--- src/rtl/alu_pkg.sv ---
// ALU opcode constants and the sequential multiplier state encoding.
// Shared by mul_seq and its bench.
package alu_pkg;

   localparam logic [3:0] ALU_AND = 4'b0000;
   localparam logic [3:0] ALU_OR  = 4'b0001;
   localparam logic [3:0] ALU_ADD = 4'b0010;
   localparam logic [3:0] ALU_SUB = 4'b0110;

   typedef enum logic [1:0] {
      S_IDLE,
      S_CHECK,
      S_ADD,
      S_DONE
   } mul_state_t;

endpackage

--- src/rtl/mul_seq.sv ---
// Shift-and-add multiplier driving an external ALU; low WIDTH bits kept.
// Optional MUL_SEQ_EARLY_EXIT_EN: finish as soon as the multiplier is 0.
module mul_seq
   import alu_pkg::*;
#(
   parameter int WIDTH = 64
) (
   input  logic             i_clk,
   input  logic             i_rst,
   input  logic             i_valid,
   output logic             o_ready,
   input  logic [WIDTH-1:0] i_a,
   input  logic [WIDTH-1:0] i_b,
   output logic             o_valid,
   input  logic             i_ready,
   output logic [WIDTH-1:0] o_result,
   output logic [3:0]       o_alu_control,
   output logic [WIDTH-1:0] o_alu_a,
   output logic [WIDTH-1:0] o_alu_b,
   input  logic [WIDTH-1:0] i_alu_result,
   input  logic             i_alu_zero
);

   localparam int CW = $clog2(WIDTH + 1);

   mul_state_t       state;
   mul_state_t       state_next;
   logic [WIDTH-1:0] acc;
   logic [WIDTH-1:0] mcand;
   logic [WIDTH-1:0] mplier;
   logic [CW-1:0]    cnt;
   logic             load;
   logic             shift;
   logic             add;

   // State register.
   always_ff @(posedge i_clk) begin
      if (i_rst) state <= S_IDLE;
      else       state <= state_next;
   end

   // Next state, handshake and ALU request decode.
   always_comb begin
      state_next    = state;
      o_ready       = 1'b0;
      o_alu_control = ALU_AND;
      o_alu_a       = '0;
      o_alu_b       = '0;
      load          = 1'b0;
      shift         = 1'b0;
      add           = 1'b0;
      unique case (state)
         S_IDLE: begin
            o_ready = 1'b1;
            if (i_valid) begin
               load       = 1'b1;
               state_next = S_CHECK;
            end
         end
         S_CHECK: begin
            if (cnt == CW'(WIDTH)) begin
               state_next = S_DONE;
            end
`ifdef MUL_SEQ_EARLY_EXIT_EN
            else if (mplier == '0) begin
               state_next = S_DONE;
            end
`endif
            else begin
               o_alu_control = ALU_AND;
               o_alu_a       = mplier;
               o_alu_b       = WIDTH'(1);
               if (!i_alu_zero) state_next = S_ADD;
               else             shift      = 1'b1;
            end
         end
         S_ADD: begin
            o_alu_control = ALU_ADD;
            o_alu_a       = acc;
            o_alu_b       = mcand;
            add           = 1'b1;
            shift         = 1'b1;
            state_next    = S_CHECK;
         end
         S_DONE: begin
            if (i_ready) state_next = S_IDLE;
         end
         default: state_next = S_IDLE;
      endcase
   end

   // Operand, accumulator and result registers.
   always_ff @(posedge i_clk) begin
      if (i_rst) begin
         acc      <= '0;
         mcand    <= '0;
         mplier   <= '0;
         cnt      <= '0;
         o_valid  <= 1'b0;
         o_result <= '0;
      end else begin
         if (load) begin
            acc    <= '0;
            mcand  <= i_a;
            mplier <= i_b;
            cnt    <= '0;
         end
         if (add) acc <= i_alu_result;
         if (shift) begin
            mcand  <= mcand << 1;
            mplier <= mplier >> 1;
            cnt    <= cnt + CW'(1);
         end
         o_valid <= (state_next == S_DONE);
         if (state == S_CHECK && state_next == S_DONE)
            o_result <= acc;
      end
   end

endmodule

--- config.mk ---
export PLATFORM = sky130hd
export DESIGN_NAME = mul_seq
export DESIGN_NICKNAME = d
export VERILOG_FILES = /design/src/rtl/alu_pkg.sv /design/src/rtl/mul_seq.sv
export SDC_FILE = /design/constraint.sdc
export NUM_CORES = 1
export LEC_CHECK = 0
export ABC_AREA = 0
export CORE_MARGIN = 1
export CORE_UTILIZATION = 45
export CTS_CLUSTER_DIAMETER = 100
export DETAILED_ROUTE_END_ITERATION = 8
export PLACE_DENSITY = 0.75
export SLEW_MARGIN = 30
export SYNTH_ARGS = -nofsm -noshare
export SYNTH_HDL_FRONTEND = slang
export SYNTH_SLANG_ARGS = --single-unit
--- constraint.sdc ---
create_clock -name i_clk -period 2.55 [get_ports i_clk]
set_input_delay 0.255 -clock i_clk [delete_from_list [all_inputs] [get_ports i_clk]]
set_output_delay 0.255 -clock i_clk [all_outputs]
set_load 0.05 [all_outputs]
* Word-level counts from Yosys, hierarchy flattened
Index checks and enable logic that the tools add are counted.
Word-level totals: flip-flop bits (word level) 266, logic and storage cells 45, input port bits 197
Cells by class: muxes and demuxes 25, equality and inequality tests 5, reductions and logical operators 5, $add $sub $neg 1
Operator list (count):
- two-way mux 64 bit | 5
- one-hot mux 64 bit (2 select lines) | 2
- two-way mux 63 bit | 2
- two-way mux 7 bit | 2
- two-way mux 2 bit | 5
- one-hot mux 2 bit (4 select lines) | 1
- adder 7 x 1 -> 7 bit (second input constant) | 1
- equality test 7 bit (second input constant) | 1
- two-way mux 1 bit | 7
- equality test 2 bit (second input constant) | 3
- nonzero test 2 bit | 2
- equality test 2 x 1 -> 1 bit (second input constant) | 1
- logical NOT 2 bit | 1
- one-hot mux 1 bit (2 select lines) | 1
- OR reduction 2 bit | 1
- logical AND 1 bit | 1

* Depth between registers and ports, before layout
Gate-level depths: netlist of the first run.
depth in word-level cells 5, gate-level depth with buffers 10

* Least setup slack after synthesis of the first run
OpenSTA, ideal clock, no wires.
kind flip-flop to output port, start point register cnt[0], end point output o_alu_a[11], path slack -0.022 ns, cell stages (with the launch flop) 10, buffers on the path 2, arrival 2.317 ns, path through dfxtp_1 -> inv_1 -> ha_1 -> nor2b_1 -> nand2_1 -> and2_1 -> clkbuf_1 -> buf_1 -> a22oi_1 -> nor2_1
Between the ends: longest elaborated chain between the ends 3
RTL lines:
- start, declared | line mul_seq.sv:31 | logic [CW-1:0] cnt;
- start signal, assigned | line mul_seq.sv:112 | cnt <= cnt + CW'(1);
- equality test 7 bit | line mul_seq.sv:61 | if (cnt == CW'(WIDTH)) begin
- two-way mux 64 bit | line mul_seq.sv:61
- one-hot mux 64 bit (2 select lines) | line mul_seq.sv:52 | unique case (state)
- end, declared | line mul_seq.sv:18 | output logic [WIDTH-1:0] o_alu_a,
Every way passes these cells.

* Worst setup path after layout of the first run
start point register cnt[3], end point register o_result[51]
Between the ends: longest elaborated chain between the ends 5
RTL lines:
- equality test 7 bit | line mul_seq.sv:61
- two-way mux 2 bit | line mul_seq.sv:61
- one-hot mux 2 bit (4 select lines) | line mul_seq.sv:52
- equality test 2 bit | line mul_seq.sv:115 | if (state == S_CHECK && state_next == S_DONE)
- logical AND 1 bit | line mul_seq.sv:115
- end signal, assigned | line mul_seq.sv:100 | o_result <= '0;
- end signal, assigned | line mul_seq.sv:116 | o_result <= acc;
- end, declared | line mul_seq.sv:16 | output logic [WIDTH-1:0] o_result,
Every way passes these cells. A chain may end at the register's enable or synchronous reset.

==> results of run 1 <==
## cells by family after synthesis
family	count (synthesis)	share of synthesized area
AOI/OAI and AO/OA	278	0.164
adders and majority gates	6	0.00591
buffers and inverters	159	0.0615
DFF	266	0.420
muxes	66	0.0520
other	1	0.000295
and+or+nand+nor	862	0.297
## synthesized netlist by cell type (2+ instances only)
| master | instances | share of area |
|---|---|---|
| dfxtp_1 | 266 | 0.42 |
| ha_1 | 6 | 0.0059 |
| buf_2 | 18 | 0.0071 |
| nor2b_1 | 2 | 0.00099 |
| mux2i_1 | 66 | 0.052 |
| a311oi_1 | 126 | 0.087 |
| buf_4 | 15 | 0.0089 |
| buf_1 | 4 | 0.0012 |
| a211oi_1 | 3 | 0.0018 |
| a21oi_1 | 75 | 0.030 |
| nand2_1 | 324 | 0.096 |
| and2_1 | 65 | 0.032 |
| buf_12 | 6 | 0.0095 |
| nor3_1 | 3 | 0.0012 |
| a311oi_2 | 2 | 0.0024 |
| nand2b_1 | 128 | 0.063 |
| a31oi_1 | 2 | 0.00099 |
| a311o_1 | 2 | 0.0016 |
| nand3_1 | 4 | 0.0016 |
| and3_2 | 2 | 0.0012 |
| a22oi_1 | 64 | 0.038 |
| clkbuf_1 | 110 | 0.033 |
| nor2_1 | 331 | 0.098 |
| inv_1 | 5 | 0.0015 |
## layout by cell type (no fill, tap or decap), types with 62 or more instances in the layout
cell               n
a311oi_1         126
nand2_1          322
buf_12           144
dfxtp_1          261
nor2_1           267
nand2b_1         128
a21oi_1           74
and2_1            63
clkdlybuf4s50_1  260
nor2_2            62
mux2i_1           65
## metrics by stage
stage / total power, mW / hold slack (ns) / utilization
2_1_floorplan: 5.79 / 0.398 / -
6_report: 11.1 / 0.276 / 0.720
5_1_grt: 11.6 / 0.284 / 0.720
3_5_place_dp: 6.63 / 0.461 / 0.655
3_3_place_gp: 6.59 / 0.458 / 0.655
4_1_cts: 11.0 / 0.260 / 0.703
## state kept, by name, summed over array words and instances (netlist names)
signal	flops
acc	64
mcand	64
mplier	64
o_result	64
cnt	7
state	2
o_valid	1
## metal layers
metal | GRT usage | routed length [um] | vias up
met2 | 0.476 | 20700 | 540
met1 | 0.338 | 17000 | 6201
met3 | 0.0712 | 3770 | 119
li1 | - | - | 6159
met4 | 0.131 | 2150 | 0
met5 | 0 | 0 | -
## worst paths after layout
check,from,end,cells after the start
worst max-delay path,cnt[3],o_result[51],12
worst min-delay path,i_a[51],mcand[51],3
worst max register to register,cnt[3],o_result[51],12
worst min register to register,cnt[3],cnt[3],1
## critical path: stages, from the launching register on
cell and delay (ns):
dfxtp_4 0.35, nor4b_4 0.34, nand2_2 0.10, buf_4 0.14, buf_4 0.12, buf_4 0.12, buf_4 0.12, buf_4 0.12
buf_6 0.11, a311oi_4 0.31, buf_12 0.18, clkbuf_16 0.20, mux2i_1 0.22
## repair_timing
| action | CTS | global route |
|---|---|---|
| setup endpoints to repair | 70 | 127 |
| resized for setup | 33 | 82 |
| buffers inserted | 14 | 5 |
| cloned | 4 | 5 |
| pin swaps | 11 | 14 |
## power groups by stage
| stage | clock (mW) | sequential, mW | combinational (mW) |
|---|---|---|---|
| floorplan | 0 | 4.65 | 1.14 |
| global placement | 0 | 4.71 | 1.88 |
| detailed placement | 0 | 4.72 | 1.92 |
| CTS | 4.37 | 4.63 | 2.04 |
| global route | 4.57 | 4.68 | 2.30 |
| finish | 4.30 | 4.65 | 2.14 |
## final cells by class
cell class | count | area, um^2
clock inverters | 15 | 161
well taps | 378 | 473
repair buffers | 445 | 6080
multi-input cells | 1215 | 7100
diodes | 1 | 2.50
inverters | 5 | 20.0
fillers | 2092 | 7790
clock buffers | 37 | 816
flip-flops and latches | 266 | 5340
==> impl_metrics.py, run 1 <==
metrics = {
    "power": {
        "power.internal_mw": 7.92,
        "comb_power_share": 0.193,
        "p_leak_nw": 7.28,
        "swShare": 0.286,
        "clock_power_share": 0.388,
        "sequentialPowerShare": 0.419,
        "power.switching_mw": 3.17,
        "power_density_nw_per_um2": 555,
        "vdd_ir_drop_max_mv": 0.425,
    },
    "clocking": {
        "insertion_delay_ns": 0.55,
        "cts_tree": "done",
        "clk_pin_slew_ns": 0.06,
        "cts_buffer_depth": 3,
        "cts.sinks": 266,
        "cts_root_buf": "clkbuf_16",
        "h-tree-depth": 1,
        "cts_buffers": 29,
        "cts_hold_buf": 0,
    },
    "global_routing": {
        "antenna_found_initial": 1,
        "track_usage": 0.283,
        "grt_max_degree": 105,
        "grt_pass1_wl_um": 65600,
        "grt_pass1_vias": 12400,
        "overflow": 0,
    },
    "layout": {
        "stdcell_count": 2362,
        "final_layout_size_suffix_gt1_frac": 0.190,
        "area_growth_pct": 57.5,
        "fin_nets": 2165,
        "final_area_um2": 20000,
    },
    "synthesis": {
        "synth_area_per_cell_um2": 7.75,
        "synth_cells": 1638,
        "synth_seq_area_share": 0.420,
        "synth-edff-count": 0,
        "ys.flop_type": "dfxtp_1",
        "synth_cell_types": 33,
        "syn_area_um2": 12700,
        "synth_seq_cells": 266,
        "synthArstFlopShare": 0,
        "yosysWarnings": 0,
    },
    "timing": {
        "finalSetupTns_ns": 0,
        "period_minus_slack_ns": 2.54,
        "slew_violations": 0,
        "hold_viol": 0,
        "layout_setup_ws_ns": 0.00934,
        "setup_violations": 0,
        "worst_pin_slew_ns": 0.707,
        "min_period_over_period": 0.996,
        "slew_headroom": 0.529,
        "fmax_mhz": 394,
        "rsz0062_at_grt": "true",
        "finalClockSkew_ns": 0.0208,
    },
    "setup_path": {
        "critPathArrivalTime_ns": 3.00,
        "required_ns": 3.00,
        "endpoint_kind": "flop",
        "critPathMaxFanout": 15,
        "crit_type": "reg2reg",
        "r2r_slack_ns": 0.009,
        "cp-start-kind": "flop",
    },
    "floorplanning": {
        "ios": 395,
        "die_x_um": 170,
        "die_area_um2": 28900,
        "die_h_um": 170,
        "core-area_um2": 27800,
        "initial_core_util": 0.457,
        "core.rowCount": 61,
    },
    "worst_hold_path": {
        "hp-class": "in2reg",
    },
    "route": {
        "drt_iter0_markers": 931,
        "vias_per_cell": 5.51,
        "routed_wl_um": 43600,
        "drc_errors": 0,
        "firstDrtPassIters": 5,
        "ant_nets": 0,
        "detail_route.wl_per_cell_um": 18.5,
        "vias": 13000,
    },
    "place": {
        "dpl_worst_slack_ns": 0.148,
        "place.gp.congestion": 0.831,
        "io_buffer_count": 391,
        "dpl.hpwl_um": 27900,
        "placedInstanceArea_um2": 18200,
        "dp_cells": 2284,
    },
    "outcome": {
        "status": "finished clean",
    },
    "job": {
        "cap_violations": 0,
    },
}
No activity file was read; power rests on OpenSTA's default activity.
==> run 2: changes to the inputs <==
--- a/config.mk
+++ b/config.mk
@@ -8,7 +8,6 @@
 export ABC_AREA = 0
 export CORE_MARGIN = 1
 export CORE_UTILIZATION = 45
-export CTS_CLUSTER_DIAMETER = 100
 export DETAILED_ROUTE_END_ITERATION = 8
 export PLACE_DENSITY = 0.75
 export SLEW_MARGIN = 30
==> results of run 2 <==
No change in the layout: final DEF, timing and power equal those of run 1.
==> run 3: changes to the inputs <==
--- a/config.mk
+++ b/config.mk
@@ -8,6 +8,7 @@
 export ABC_AREA = 0
 export CORE_MARGIN = 1
 export CORE_UTILIZATION = 45
+export CTS_CLUSTER_DIAMETER = 120
 export DETAILED_ROUTE_END_ITERATION = 8
 export PLACE_DENSITY = 0.75
 export SLEW_MARGIN = 30
==> results of run 3 <==
No change in the layout: final DEF, timing and power equal those of run 1.
